File: src/rtl/load_store_unit_pkg.sv
// Shared types for the load/store stage: data word, access size and LSU state.
package base;

    typedef logic [31:0] word;

    typedef enum logic [1:0] {
        SIZE_BYTE = 2'd0,
        SIZE_HALF = 2'd1,
        SIZE_WORD = 2'd2
    } mem_size;

    typedef enum logic {
        IDLE = 1'b0,
        WAIT = 1'b1
    } lsu_state;

    // Size code 3 falls through to the word case.
    function automatic logic [3:0] laneEnable(input logic [1:0] sz, input logic [1:0] off);
        case (sz)
            SIZE_BYTE: laneEnable = 4'b0001 << off;
            SIZE_HALF: laneEnable = off[1] ? 4'b1100 : 4'b0011;
            default:   laneEnable = 4'b1111;
        endcase
    endfunction

    function automatic word laneReplicate(input logic [1:0] sz, input word sd);
        case (sz)
            SIZE_BYTE: laneReplicate = {4{sd[7:0]}};
            SIZE_HALF: laneReplicate = {2{sd[15:0]}};
            default:   laneReplicate = sd;
        endcase
    endfunction

endpackage

File: src/rtl/load_store_unit_load_align_extend.sv
// Load lane select plus sign/zero extension of the returned memory word.
module load_align_extend
    import base::*;
(
    input  logic [31:0] memRData,
    input  logic [1:0]  offset,
    input  logic [1:0]  size,
    input  logic        isUnsigned,
    output logic [31:0] loadData
);

    logic [7:0]  laneByte;
    logic [15:0] laneHalf;

    always_comb begin
        case (offset)
            2'd0:    laneByte = memRData[7:0];
            2'd1:    laneByte = memRData[15:8];
            2'd2:    laneByte = memRData[23:16];
            default: laneByte = memRData[31:24];
        endcase
        laneHalf = offset[1] ? memRData[31:16] : memRData[15:0];

        case (size)
            SIZE_BYTE: loadData = {{24{~isUnsigned & laneByte[7]}}, laneByte};
            SIZE_HALF: loadData = {{16{~isUnsigned & laneHalf[15]}}, laneHalf};
            default:   loadData = memRData;
        endcase
    end

endmodule

File: src/rtl/load_store_unit.sv
// Data-memory access stage: one transaction per load/store, stalls until ack.
// Define LSU_MISALIGN_TRAP_EN to reject misaligned accesses via the misaligned output.
module load_store_unit
    import base::*;
#(
    parameter int ADDR_W = 32,
    parameter int DATA_W = 32
) (
    input  logic              clk,
    input  logic              rst,
    input  logic              isLoad,
    input  logic              isStore,
    input  logic [1:0]        size,
    input  logic              isUnsigned,
    input  logic [ADDR_W-1:0] addr,
    input  logic [DATA_W-1:0] storeData,
    output logic              memReq,
    output logic              memWe,
    output logic [ADDR_W-1:0] memAddr,
    output logic [DATA_W-1:0] memWData,
    output logic [3:0]        memByteEn,
    input  logic [DATA_W-1:0] memRData,
    input  logic              memAck,
    output logic              stall,
    output logic              loadResultAvail,
`ifdef LSU_MISALIGN_TRAP_EN
    output logic              misaligned,
`endif
    output logic [DATA_W-1:0] loadData
);

    lsu_state          state;
    logic [1:0]        savedOff;
    logic [1:0]        savedSize;
    logic              savedUns;
    logic              savedLoad;
    logic [ADDR_W-1:0] savedAddr;
    logic              savedWe;
    logic [DATA_W-1:0] savedWData;
    logic [3:0]        savedBe;
    logic              access;
    logic [DATA_W-1:0] alignedData;

`ifdef LSU_MISALIGN_TRAP_EN
    logic misAccess;
    assign misAccess  = ((size == SIZE_HALF) && addr[0]) || (size[1] && (addr[1:0] != 2'b00));
    assign access     = (isLoad | isStore) & ~misAccess;
    assign misaligned = ~rst && (state == IDLE) && (isLoad | isStore) && misAccess;
`else
    assign access = isLoad | isStore;
`endif

    always_ff @(posedge clk) begin
        if (rst) begin
            state      <= IDLE;
            savedOff   <= '0;
            savedSize  <= '0;
            savedUns   <= 1'b0;
            savedLoad  <= 1'b0;
            savedAddr  <= '0;
            savedWe    <= 1'b0;
            savedWData <= '0;
            savedBe    <= '0;
        end else begin
            case (state)
                IDLE: if (access) begin
                    state      <= WAIT;
                    savedOff   <= addr[1:0];
                    savedSize  <= size;
                    savedUns   <= isUnsigned;
                    savedLoad  <= isLoad;
                    savedAddr  <= {addr[ADDR_W-1:2], 2'b00};
                    savedWe    <= isStore;
                    savedWData <= laneReplicate(size, storeData);
                    savedBe    <= laneEnable(size, addr[1:0]);
                end
                default: if (memAck) state <= IDLE;
            endcase
        end
    end

    // Outputs are gated by rst so an in-flight request drops in the reset cycle itself.
    always_comb begin
        memReq          = 1'b0;
        memWe           = 1'b0;
        memAddr         = '0;
        memWData        = '0;
        memByteEn       = '0;
        stall           = 1'b0;
        loadResultAvail = 1'b0;
        if (!rst) begin
            if (state == IDLE) begin
                if (access) begin
                    memReq    = 1'b1;
                    memWe     = isStore;
                    memAddr   = {addr[ADDR_W-1:2], 2'b00};
                    memWData  = laneReplicate(size, storeData);
                    memByteEn = laneEnable(size, addr[1:0]);
                    stall     = 1'b1;
                end
            end else begin
                memReq          = 1'b1;
                memWe           = savedWe;
                memAddr         = savedAddr;
                memWData        = savedWData;
                memByteEn       = savedBe;
                stall           = ~memAck;
                loadResultAvail = memAck & savedLoad;
            end
        end
    end

    load_align_extend u_align (
        .memRData   (memRData),
        .offset     (savedOff),
        .size       (savedSize),
        .isUnsigned (savedUns),
        .loadData   (alignedData)
    );

    assign loadData = loadResultAvail ? alignedData : '0;

endmodule

File: config.mk
export PLATFORM = sky130hd
export DESIGN_NAME = load_store_unit
export DESIGN_NICKNAME = d
export VERILOG_FILES = /design/src/rtl/load_store_unit_pkg.sv /design/src/rtl/load_store_unit_load_align_extend.sv /design/src/rtl/load_store_unit.sv
export SDC_FILE = /design/constraint.sdc
export NUM_CORES = 1
export LEC_CHECK = 0
export ABC_AREA = 1
export BUFFER_PORTS_ARGS = -buffer_cell sky130_fd_sc_hd__clkbuf_2
export CAP_MARGIN = 20
export CORE_ASPECT_RATIO = 0.9
export CORE_MARGIN = 4
export CORE_UTILIZATION = 47
export CTS_CLUSTER_DIAMETER = 120
export DETAILED_ROUTE_END_ITERATION = 7
export GPL_ROUTABILITY_DRIVEN = 0
export GPL_TIMING_DRIVEN = 0
export PLACE_DENSITY = 0.93
export SLEW_MARGIN = 10
export SYNTH_ARGS = -nofsm -noshare
export SYNTH_HDL_FRONTEND = slang
export SYNTH_SLANG_ARGS = --single-unit
File: constraint.sdc
create_clock -name clk -period 1.5 [get_ports clk]
set_input_delay 0.15 -clock clk [delete_from_list [all_inputs] [get_ports clk]]
set_output_delay 0.15 -clock clk [all_outputs]
set_load 0.03 [all_outputs]
==> results.toml, run 1 <==
[outcome]
status = "did not finish"
stop_stage = "global routing (5_1_grt)"
first_error = "[ERROR DPL-0038] Utilization greater than 100%, impossible to legalize"

[synth]
synthesis.area_per_instance_sq_um = 6.25
synth_top_cells_by_area = "sky130_fd_sc_hd__dfxtp_1 33%, sky130_fd_sc_hd__nand2_1 19%, sky130_fd_sc_hd__a21oi_1 19%, sky130_fd_sc_hd__nor2_1 4.5%, sky130_fd_sc_hd__inv_1 3.6%"
synth_area_sq_um = 4460
yosysWarningCount = 0
leading_area_contributor_after_synthesis = "sky130_fd_sc_hd__dfxtp_1"
synth_common_cells = "226 x sky130_fd_sc_hd__nand2_1, 165 x sky130_fd_sc_hd__a21oi_1, 74 x sky130_fd_sc_hd__dfxtp_1, 53 x sky130_fd_sc_hd__nor2_1, 43 x sky130_fd_sc_hd__inv_1"
netlist-cell-type-count = 29
synth_top_cell_area_share_pct = 33.2
synth_enable_flop_cells = 0
sequential_to_total_area_share_from_yosys_stat_pct = 33.2
most_used_dff_post_synth = "sky130_fd_sc_hd__dfxtp_1"
yosys_register_bits = 74
synth-async-reset-ratio_pct = 0
synth_cells = 714
library_cell_with_the_highest_instance_count_after_synthesis = "sky130_fd_sc_hd__nand2_1"

[floorplan]
die-height_um = 100
floorplan.die.width_um = 111
fp-row-count = 33
top_level_ports = 208
initial_core_util_pct = 48.6

[clocking]
postCtsHoldBufs = 0
number_of_buffers_created_by_cts = 9
cts_sinks = 74
clk_root_buffer_cell = "sky130_fd_sc_hd__clkbuf_8"
ctsHtreeMaxLevel = 3
cts_buffer_depth = 2

[place]
dpl-instance-area_sq_um = 6050
worst_slack_placed_ns = -0.552
port_buffers = 205
dp.final_hpwl_um = 12500

[global_route]
grt_max_degree = 13

[timing]
crit_endpoint = "loadData[24]"
worst_endpoint_kind_after_the_last_repair = "output port"
==> what timing repair did <==
action,in CTS
gates cloned,8
resized for setup,456
pin swaps,82
setup buffers,50
setup endpoints to repair,125
==> cells by family after synthesis <==
family                 share of synthesized area [%]
and+or+nand+nor                                 30.2
AOI/OAI and AO/OA                               26.7
buffers and inverters                           9.76
DFF                                             33.2
other                                         0.0841
==> stage by stage <==
step / cells / utilization [%] / hold WS, ns
floorplan: 715 / - / 0.292
global placement: 1042 / 66.0 / 0.406
detailed placement: 1042 / 66.0 / 0.416
CTS: 1114 / 93.9 / 0.0391
==> run 2: changes to the inputs <==
- CORE_ASPECT_RATIO: 0.9 -> unset
- CORE_UTILIZATION: 47 -> 40
- CTS_CLUSTER_DIAMETER: 120 -> unset
- PLACE_DENSITY: 0.93 -> unset
- PLACE_DENSITY_LB_ADDON: unset -> 0.15
==> run 2 against run 1 <==
  * The flow now finishes, with violations (setup timing)
  * Synthesized area stayed put
  * Synthesized cell count stayed put
==> results.toml, run 2 <==
[clocking]
cts.clk_slew.worst_paths_ns = 0.09
cts_buffer_depth = 2
number_of_buffers_created_by_cts = 9
clk_root_buffer_cell = "sky130_fd_sc_hd__clkbuf_8"
clkLatencyLatePin_ns = 0.36
ctsHtreeMaxLevel = 3
cts_tree = "yes"
cts_sinks = 74

[finish]
biggestRegsByFlops = "savedWData (32), savedAddr (30), savedBe (4)"
drive_gt1_share_pct = 54.4
layout.cells.most_common_list = "182 x sky130_fd_sc_hd__nand2_1, 112 x sky130_fd_sc_hd__clkbuf_2, 82 x sky130_fd_sc_hd__a21oi_1"
biggest_register = "savedWData"
insertedDiodeCount = 0
area.growth.synth_to_final_pct = 94.0
mostFrequentLayoutCell = "sky130_fd_sc_hd__nand2_1"
largest_register_ffs = 32
final_std_cells_w_o_fill = 1136
layout.filler_cells = 749
layout.nets = 1095

[critical_path]
r2r_cells = 7
cp-start-kind = "flip-flop"
cp_data_arrival_time_ns = 1.77
timing.critical_path.slowest_cell_delay_ns = 0.38
critPathMaxFanout = 8
timing.critical_path.cells = "inv_8, nand2_8, buf_8, nor2_4, buf_12, o22ai_4, a21oi_2, clkbuf_8"
cpMaxStageDelayCell = "sky130_fd_sc_hd__dfxtp_4"
path_depth = 8
cp_data_required_time_ns = 1.35
setup.worst_path.end_class = "primary output"
crit-reg2reg-launch = "state"
worstSetupStartpoint = "state"
critPathKind = "reg2out"
buf_inv_stages_crit_path = 4
cpLargestDelayFamily = "buffers and inverters"

[pwr]
power.sequential.fraction_pct = 33.0
power_switching_mw = 2.57
comb_power_share_pct = 41.7
power_mw = 6.72
vdd.ir_drop.worst_uv = 656
power_switching_share_pct = 38.2
power.leakage_nw = 3.73
p_per_area_nw_per_um2 = 777
p_int_mw = 4.15
power.share.clock_pct = 25.2

[worst_hold_path]
worst_hold_path.num_cells = 3
hold_class = "in2reg"
timing.hold.worst.start = "addr[2]"

[place]
port_buffers = 205
dp.final_hpwl_um = 12300
dp.cells = 1060

[timing]
hold_viol_final = 0
clock_skew_ns = 0.0113
final.period_utilization_pct = 128
slew_headroom_pct = 50.9
min_clock_period_post_route_ns = 1.92
slew_violations = 0
fin_tns_setup_ns = -30.83
max_freq_mhz = 521
tightest_slew_ns = 0.736
report.final.setup_viol = 102
timing.final.ws_setup_ns = -0.418
rsz0062_at_grt = "yes"

[route]
routed_vias_inst = 5.41
detail_route.wl_per_cell_um = 17.4
detail_route.drc_violations = 0
drt-initial-drc-count = 500
routed_wl_um = 19800
detailedRoute.firstPassIterationCount = 7
postRouteAntennaNets = 0
dr_total_vias = 6151

[synth]
synth_top_cell_area_share_pct = 33.2
most_used_dff_post_synth = "sky130_fd_sc_hd__dfxtp_1"
netlist-cell-type-count = 29
synth-async-reset-ratio_pct = 0
library_cell_with_the_highest_instance_count_after_synthesis = "sky130_fd_sc_hd__nand2_1"
synth_enable_flop_cells = 0
yosys_register_bits = 74
synth_cells = 714
synth_top_cells_by_area = "sky130_fd_sc_hd__dfxtp_1 33%, sky130_fd_sc_hd__nand2_1 19%, sky130_fd_sc_hd__a21oi_1 19%, sky130_fd_sc_hd__nor2_1 4.5%, sky130_fd_sc_hd__inv_1 3.6%"
synth_common_cells = "226 x sky130_fd_sc_hd__nand2_1, 165 x sky130_fd_sc_hd__a21oi_1, 74 x sky130_fd_sc_hd__dfxtp_1, 53 x sky130_fd_sc_hd__nor2_1, 43 x sky130_fd_sc_hd__inv_1"
yosysWarningCount = 0
synthesis.area_per_instance_sq_um = 6.25
synth_area_sq_um = 4460
leading_area_contributor_after_synthesis = "sky130_fd_sc_hd__dfxtp_1"
sequential_to_total_area_share_from_yosys_stat_pct = 33.2

[floorplan]
fp-row-count = 38
top_level_ports = 208
floorplan.die.width_um = 114
design.die.area_sq_um = 12900
core_area_sq_um = 10900
initial_core_util_pct = 41.0
die-height_um = 114

[global_route]
grt_pass1_vias = 6020
grt.total_usage_pct = 27.7
grt_first_pass_wirelength_um = 29200
grt_max_degree = 15
globalRoute.totalOverflow = 0
grt_antenna_before_repair = 0

[job]
cap_viol_max_count = 0

[outcome]
status = "finished, violations left"
violations = "setup timing"
## run 2: cell families after synthesis
logic type,synth area share [%]
flops,33.2
simple gates,30.2
buf+inv,9.76
compound gates,26.7
other cells,0.0841
## run 2: power groups by stage
| stage | logic, mW | registers, mW | clock network [mW] |
|---|---|---|---|
| 2_1_floorplan | 1.29 | 2.23 | 0 |
| 3_3_place_gp | 1.83 | 2.24 | 0 |
| 3_5_place_dp | 1.84 | 2.24 | 0 |
| 4_1_cts | 2.48 | 2.21 | 1.68 |
| 5_1_grt | 2.97 | 2.24 | 1.77 |
| 6_report | 2.80 | 2.22 | 1.70 |
## run 2: tightest hold or removal path, cell delays in order
cell and delay (ns):
sky130_fd_sc_hd__clkbuf_2 0.09, sky130_fd_sc_hd__nand2_2 0.07, sky130_fd_sc_hd__a21oi_1 0.05
## run 2: layout make-up
| class | count | area, sq um | share of cell area, % |
|---|---|---|---|
| flip-flops and latches | 74 | 1490 | 17.3 |
| repair buffers | 265 | 2540 | 29.4 |
| multi-input cells | 542 | 3580 | 41.4 |
| clock inverters | 6 | 71.3 | 0.825 |
| plain buffers | 49 | 415 | 4.80 |
| well taps | 140 | 175 | 2.03 |
| inverters | 49 | 224 | 2.59 |
| clock buffers | 10 | 138 | 1.59 |
| repair inverters | 1 | 11.3 | 0.130 |
## run 2: layer usage
metal  global-route usage, %  share of wire [%]  wire length, um  vias to the layer above
li1                        -                  -                -                     2901
met1                    33.2                 38             7520                     2874
met2                    47.0                 49             9760                      308
met3                    7.11                8.6             1690                       68
met4                    12.0                4.0              800                        0
met5                       0                  0                0                        -
## run 2: what timing repair did
| action | 4_1_cts | 5_1_grt |
|---|---|---|
| hold buffers | 0 | 0 |
| buffers inserted | 39 | 14 |
| pin swaps | 43 | 55 |
| endpoints found under the setup margin | 173 | 109 |
| gates cloned | 4 | 5 |
| resized for setup | 361 | 143 |
## run 2: stage by stage
stage / util, % / hold WS (ns) / cell area (sq um) / setup slack [ns]
detailed placement: 55.8 / 0.419 / 6080 / -0.633
global placement: 55.8 / 0.426 / 6080 / -0.638
floorplan: - / 0.292 / 4870 / -0.111
CTS: 74.4 / 0.0508 / 8100 / -0.438
finish: 79.4 / 0.0429 / 8650 / -0.418
global route: 79.4 / 0.0500 / 8650 / -0.471
## run 2: final timing paths
kind | endpoint | slack (ns)
hold reg to reg | savedAddr[2] | 0.47
hold / removal | savedAddr[2] | 0.04
setup reg to reg | savedAddr[30] | 0.06
setup / recovery | memWData[22] | -0.42
Note: power is estimated with default switching activity, not from simulation.
==> run 3: changes to the inputs <==
- CORE_UTILIZATION: 40 -> 45
- SKIP_CTS_REPAIR_TIMING: unset -> 1
==> run 3 against run 2 <==
  * The run still ends with setup timing left
  * Combinational power shrank 13%
  * Worst setup slack lost 0.042 ns
  * Global-route usage is 1.5 points lower
  * First-iteration DRC count is 16% lower
  * Critical path depth unchanged
  * Sequential share of layout area rose by 2.0 points
  * Design area fell by 10%
  * Via count is 0.78% lower
  * Die area shrank 10%
  * Sequential cell count unchanged
  * Register-to-register slack worse by 0.04 ns
  * Utilization up 0.37 points
==> results.toml, run 3 (same netlist as run 2, synthesis figures left out) <==
[global_route]
grt_pass1_vias = 5423
grt.total_usage_pct = 26.3
grt_first_pass_wirelength_um = 24800
grt_antenna_before_repair = 0
globalRoute.totalOverflow = 0
grt_max_degree = 13

[clocking]
number_of_buffers_created_by_cts = 9
cts_tree = "yes"
cts_sinks = 74
cts_buffer_depth = 2
cts.clk_slew.worst_paths_ns = 0.08
ctsHtreeMaxLevel = 3
clkLatencyLatePin_ns = 0.35
clk_root_buffer_cell = "sky130_fd_sc_hd__clkbuf_8"

[timing]
slew_violations = 0
rsz0062_at_grt = "yes"
clock_skew_ns = 0.00732
tightest_slew_ns = 0.828
report.final.setup_viol = 102
timing.final.ws_setup_ns = -0.461
hold_viol_final = 0
final.period_utilization_pct = 131
slew_headroom_pct = 44.8
max_freq_mhz = 510
min_clock_period_post_route_ns = 1.96

[finish]
drive_gt1_share_pct = 49.4
biggest_register = "savedWData"
layout.nets = 1073
final_std_cells_w_o_fill = 1107
area.growth.synth_to_final_pct = 74.1
mostFrequentLayoutCell = "sky130_fd_sc_hd__nand2_1"
biggestRegsByFlops = "savedWData (32), savedAddr (30), savedBe (4)"
largest_register_ffs = 32
insertedDiodeCount = 0
layout.cells.most_common_list = "203 x sky130_fd_sc_hd__nand2_1, 114 x sky130_fd_sc_hd__clkbuf_2, 93 x sky130_fd_sc_hd__buf_6"
postLayoutCoreUtil_pct = 79.8

[route]
drt-initial-drc-count = 421
detailedRoute.firstPassIterationCount = 5
routed_vias_inst = 5.51
detail_route.drc_violations = 0
detail_route.wl_per_cell_um = 16.4
routed_wl_um = 18200
postRouteAntennaNets = 0
dr_total_vias = 6103

[place]
worst_slack_placed_ns = -0.631
dp.final_hpwl_um = 12400
dp.cells = 1053
port_buffers = 205

[critical_path]
timing.critical_path.cells = "buf_6, inv_6, nand2_8, buf_8, a21oi_2, o211ai_1, a21oi_2, buf_6"
r2r_cells = 8
setup.reg_to_reg.worst_slack_ns = 0.02
timing.critical_path.slowest_cell_delay_ns = 0.32
crit-reg2reg-launch = "state"
cp_data_arrival_time_ns = 1.81
cpMaxStageDelayCell = "sky130_fd_sc_hd__dfxtp_2"
capture_point_of_the_worst_reg_to_reg_path = "savedWData[30]"
critPathKind = "reg2out"
cp-start-kind = "flip-flop"
setup.worst_path.end_class = "primary output"
critPathMaxFanout = 10
cp_data_required_time_ns = 1.35
buf_inv_stages_crit_path = 4
cpLargestDelayFamily = "buffers and inverters"

[worst_hold_path]
hold_path_end = "savedAddr[3]"
worst_hold_path.num_cells = 3
timing.hold.worst.start = "addr[3]"
hold_class = "in2reg"

[pwr]
power_mw = 6.44
vdd.ir_drop.worst_uv = 605
p_per_area_nw_per_um2 = 830
power.leakage_nw = 3.38

[floorplan]
design.die.area_sq_um = 11600
initial_core_util_pct = 45.8
die-height_um = 108
fp-row-count = 36
floorplan.die.width_um = 108
top_level_ports = 208
core_area_sq_um = 9730

[job]
cap_viol_max_count = 0

[outcome]
status = "finished, violations left"
violations = "setup timing"
run 3: cell count changes in the layout (fill, tap and decap cells not counted), moves of 3 or more:
cell | previous run | this run
sky130_fd_sc_hd__buf_6 | 12 | 93
sky130_fd_sc_hd__clkbuf_8 | 75 | 11
sky130_fd_sc_hd__buf_8 | 37 | 4
sky130_fd_sc_hd__nand2_1 | 182 | 203
sky130_fd_sc_hd__nand2_4 | 20 | 4
sky130_fd_sc_hd__inv_1 | 28 | 36
sky130_fd_sc_hd__inv_2 | 14 | 6
sky130_fd_sc_hd__nand2_2 | 24 | 19
sky130_fd_sc_hd__a21oi_4 | 16 | 12
sky130_fd_sc_hd__buf_16 | 3 | 0
sky130_fd_sc_hd__buf_2 | 9 | 12
sky130_fd_sc_hd__clkbuf_16 | 4 | 1
sky130_fd_sc_hd__nand3_1 | 7 | 10
sky130_fd_sc_hd__nand3_2 | 3 | 0
run 3: cell type report:
| type | instances | area (sq um) |
|---|---|---|
| multi-input cells | 542 | 3350 |
| repair buffers | 243 | 1930 |
| fillers | 676 | 1960 |
| clock buffers | 12 | 155 |
| well taps | 133 | 166 |
| plain buffers | 50 | 383 |
| clock inverters | 4 | 73.8 |
| inverters | 49 | 215 |
| flip-flops and latches | 74 | 1500 |
run 3: worst max path at each step:
stage,from,endpoint,cells past startpoint
6_report,state,memWData[30],8
5_1_grt,size[1],memWData[15],6
4_1_cts,state,memWData[16],8
3_5_place_dp,rst,memWData[15],6
3_3_place_gp,rst,memWData[15],6
2_1_floorplan,state,memWData[22],7
run 3: worst reg2reg max path, cell delays in order, from the launching register on:
cell	delay, ns
sky130_fd_sc_hd__dfxtp_2	0.32
sky130_fd_sc_hd__buf_6	0.13
sky130_fd_sc_hd__inv_6	0.07
sky130_fd_sc_hd__nand2_8	0.07
sky130_fd_sc_hd__buf_8	0.18
sky130_fd_sc_hd__a21oi_2	0.16
sky130_fd_sc_hd__o211ai_1	0.17
sky130_fd_sc_hd__buf_4	0.21
sky130_fd_sc_hd__a21oi_1	0.10
run 3: power breakdown:
group | internal [mW] | switching [mW] | total (mW)
sequential | 2.12 | 0.0978 | 2.22
combinational | 0.964 | 1.48 | 2.44
clock | 1.03 | 0.754 | 1.78
total | 4.12 | 2.33 | 6.44
run 3: stage by stage:
| step | setup TNS [ns] | hold slack [ns] | area, sq um |
|---|---|---|---|
| CTS | -63.02 | 0.0442 | 6300 |
| finish | -33.71 | 0.0515 | 7760 |
| detailed placement | -32.40 | 0.410 | 6070 |
| floorplan | -0.781 | 0.292 | 4870 |
| global placement | -31.27 | 0.404 | 6070 |
| global route | -40.58 | 0.0618 | 7760 |
run 3: layer usage:
metal | routed length (um) | GRT usage (%) | part of all wire (%) | vias to the layer above
li1 | - | - | - | 2850
met1 | 6880 | 32.8 | 38 | 2855
met2 | 9010 | 44.0 | 50 | 330
met3 | 1710 | 6.66 | 9.4 | 68
met4 | 606 | 8.84 | 3.3 | 0
met5 | 0 | 0 | 0 | -
==> run 4: changes to the inputs <==
- CORE_UTILIZATION: 45 -> 30
- SKIP_CTS_REPAIR_TIMING: 1 -> unset
- clock period: 1.5 -> 1.9 ns (I/O delays scaled with it)
==> run 4 against run 3 <==
  * The run still ends with setup timing left
  * Clock power hardly changed
  * Utilization is 31 points lower
  * Global-route usage is 6.2 points lower
  * Count of clock-buffer cells in the layout is 1 higher
  * Power is 19% lower
  * Critical path depth is 2 higher
  * First-iteration DRC count is 19% lower
  * Non-clock buffer count is 8 lower
  * Cell count is 3.7% higher
  * Combinational power is 31% lower
  * Critical path type unchanged
  * Largest power group is now clock
==> results.toml, run 4 (same netlist as run 2, synthesis figures left out) <==
[finish]
largest_register_ffs = 32
area.growth.synth_to_final_pct = 59.1
layout.cells.most_common_list = "220 x sky130_fd_sc_hd__nand2_1, 150 x sky130_fd_sc_hd__clkbuf_2, 138 x sky130_fd_sc_hd__a21oi_1"
drive_gt1_share_pct = 39.4
biggestRegsByFlops = "savedWData (32), savedAddr (30), savedBe (4)"
mostFrequentLayoutCell = "sky130_fd_sc_hd__nand2_1"
biggest_register = "savedWData"
final_std_cells_w_o_fill = 1148
insertedDiodeCount = 0
layout.nets = 1064

[outcome]
status = "finished, violations left"
violations = "setup timing"

[clocking]
cts.clk_slew.worst_paths_ns = 0.06
cts_tree = "yes"
clkLatencyLatePin_ns = 0.33
cts_sinks = 74
number_of_buffers_created_by_cts = 9
ctsHtreeMaxLevel = 3
postCtsHoldBufs = 0
cts_buffer_depth = 2
clk_root_buffer_cell = "sky130_fd_sc_hd__clkbuf_16"

[global_route]
grt.total_usage_pct = 20.0
grt_antenna_before_repair = 0
grt_first_pass_wirelength_um = 26800
grt_max_degree = 13
grt_pass1_vias = 5288
globalRoute.totalOverflow = 0

[route]
drt-initial-drc-count = 341
detail_route.wl_per_cell_um = 15.7
met1Wirelength_um = 7490
routed.top_layer = "met4"
detailedRoute.firstPassIterationCount = 5
postRouteAntennaNets = 0
dr_total_vias = 5716
routed-wl-met2_um = 8630
detail_route.drc_violations = 0
routed_vias_inst = 4.98
wl_met3_um = 1420
routed_wl_um = 18000

[critical_path]
timing.critical_path.slowest_cell_delay_ns = 0.36
cp_data_arrival_time_ns = 1.72
cpLargestDelayFamily = "simple AND/OR/NAND/NOR gates"
cp_data_required_time_ns = 1.71
critPathKind = "reg2out"
cpMaxStageDelayCell = "sky130_fd_sc_hd__dfxtp_4"
setup.worst_path.end_class = "primary output"
timing.critical_path.cells = "buf_12, nand2_8, nor2_4, nor2_4, nand3_4, nand3_4, nand2_8, buf_12, nor2_4, buf_8"
critPathMaxFanout = 8
timing.critical_path.mode_cell = "sky130_fd_sc_hd__nor2_4"
cp-start-kind = "flip-flop"
buf_inv_stages_crit_path = 3

[timing]
tightest_slew_ns = 0.609
slew_headroom_pct = 59.4
timing.final.ws_setup_ns = -0.0116
fin_tns_setup_ns = -0.0223
rsz0062_at_grt = "yes"
report.final.setup_viol = 3
hold_viol_final = 0
clock_skew_ns = 0.00609
final.period_utilization_pct = 101
max_freq_mhz = 523
slew_violations = 0
min_clock_period_post_route_ns = 1.91

[floorplan]
design.die.area_sq_um = 16900
initial_core_util_pct = 30.7
core_area_sq_um = 14500
fp-row-count = 44
top_level_ports = 208
floorplan.die.width_um = 130
die-height_um = 130

[place]
port_buffers = 205
dp.final_hpwl_um = 13100
dp.cells = 1104

[pwr]
p_per_area_nw_per_um2 = 731
power.leakage_nw = 3.26
vdd.ir_drop.worst_uv = 330

[job]
cap_viol_max_count = 0

[worst_hold_path]
hold_class = "in2reg"
[run 4: cell count changes in the layout (fill, tap and decap cells not counted), sizes merged]
cell / previous run / this run
buf: 164 / 108
clkbuf: 140 / 190
bufinv: 2 / 1
clkdlybuf4s15: 1 / 0
clkinv: 2 / 3
clkinvlp: 1 / 0
inv: 48 / 47
nor2: 68 / 67
[run 4: final cells by class]
cell class | count | area, sq um
well taps | 184 | 230
fillers | 1495 | 7440
inverters | 49 | 205
repair buffers | 236 | 1620
plain buffers | 49 | 352
clock inverters | 2 | 35.0
multi-input cells | 541 | 2890
flip-flops and latches | 74 | 1490
clock buffers | 13 | 270
[run 4: per-stage QoR]
step	setup slack, ns	utilization (%)	power, mW	cell area, sq um	hold slack, ns
finish	-0.0116	48.8	5.19	7100	0.110
global route	-0.0779	48.8	5.43	7100	0.117
CTS	-0.0697	46.4	5.09	6740	0.0984
detailed placement	-0.193	39.4	3.12	5720	0.453
global placement	-0.219	39.4	3.11	5720	0.452
floorplan	0.126	-	2.65	4460	0.332
[run 4: power by group]
group          switching, mW  total [mW]  internal [mW]
combinational           1.05        1.68          0.635
clock                  0.641        1.76           1.12
sequential            0.0740        1.75           1.68
[run 4: timing repair]
item	CTS	global route
pin swaps	26	38
resized for setup	154	156
setup endpoints to repair	98	92
cloned	1	2
buffers inserted	26	3
[run 4: metal layers]
layer / vias up / GRT usage (%)
li1: 2851 / -
met3: 32 / 3.89
met4: 0 / 7.52
met1: 2588 / 25.6
met5: - / 0
met2: 245 / 33.5
[run 4: worst min-delay path: stages]
cell and delay [ns]:
sky130_fd_sc_hd__clkbuf_2 0.08, sky130_fd_sc_hd__nand2_1 0.07, sky130_fd_sc_hd__a21oi_1 0.06
[run 4: path summary, 6_finish.rpt]
check,from,endpoint,slack (ns),cells past startpoint
min reg2reg,savedAddr[11],savedAddr[11],0.46,2
max,savedOff[1],loadData[24],-0.01,10
max reg2reg,state,savedWData[20],0.42,9
min,addr[25],savedAddr[25],0.11,3
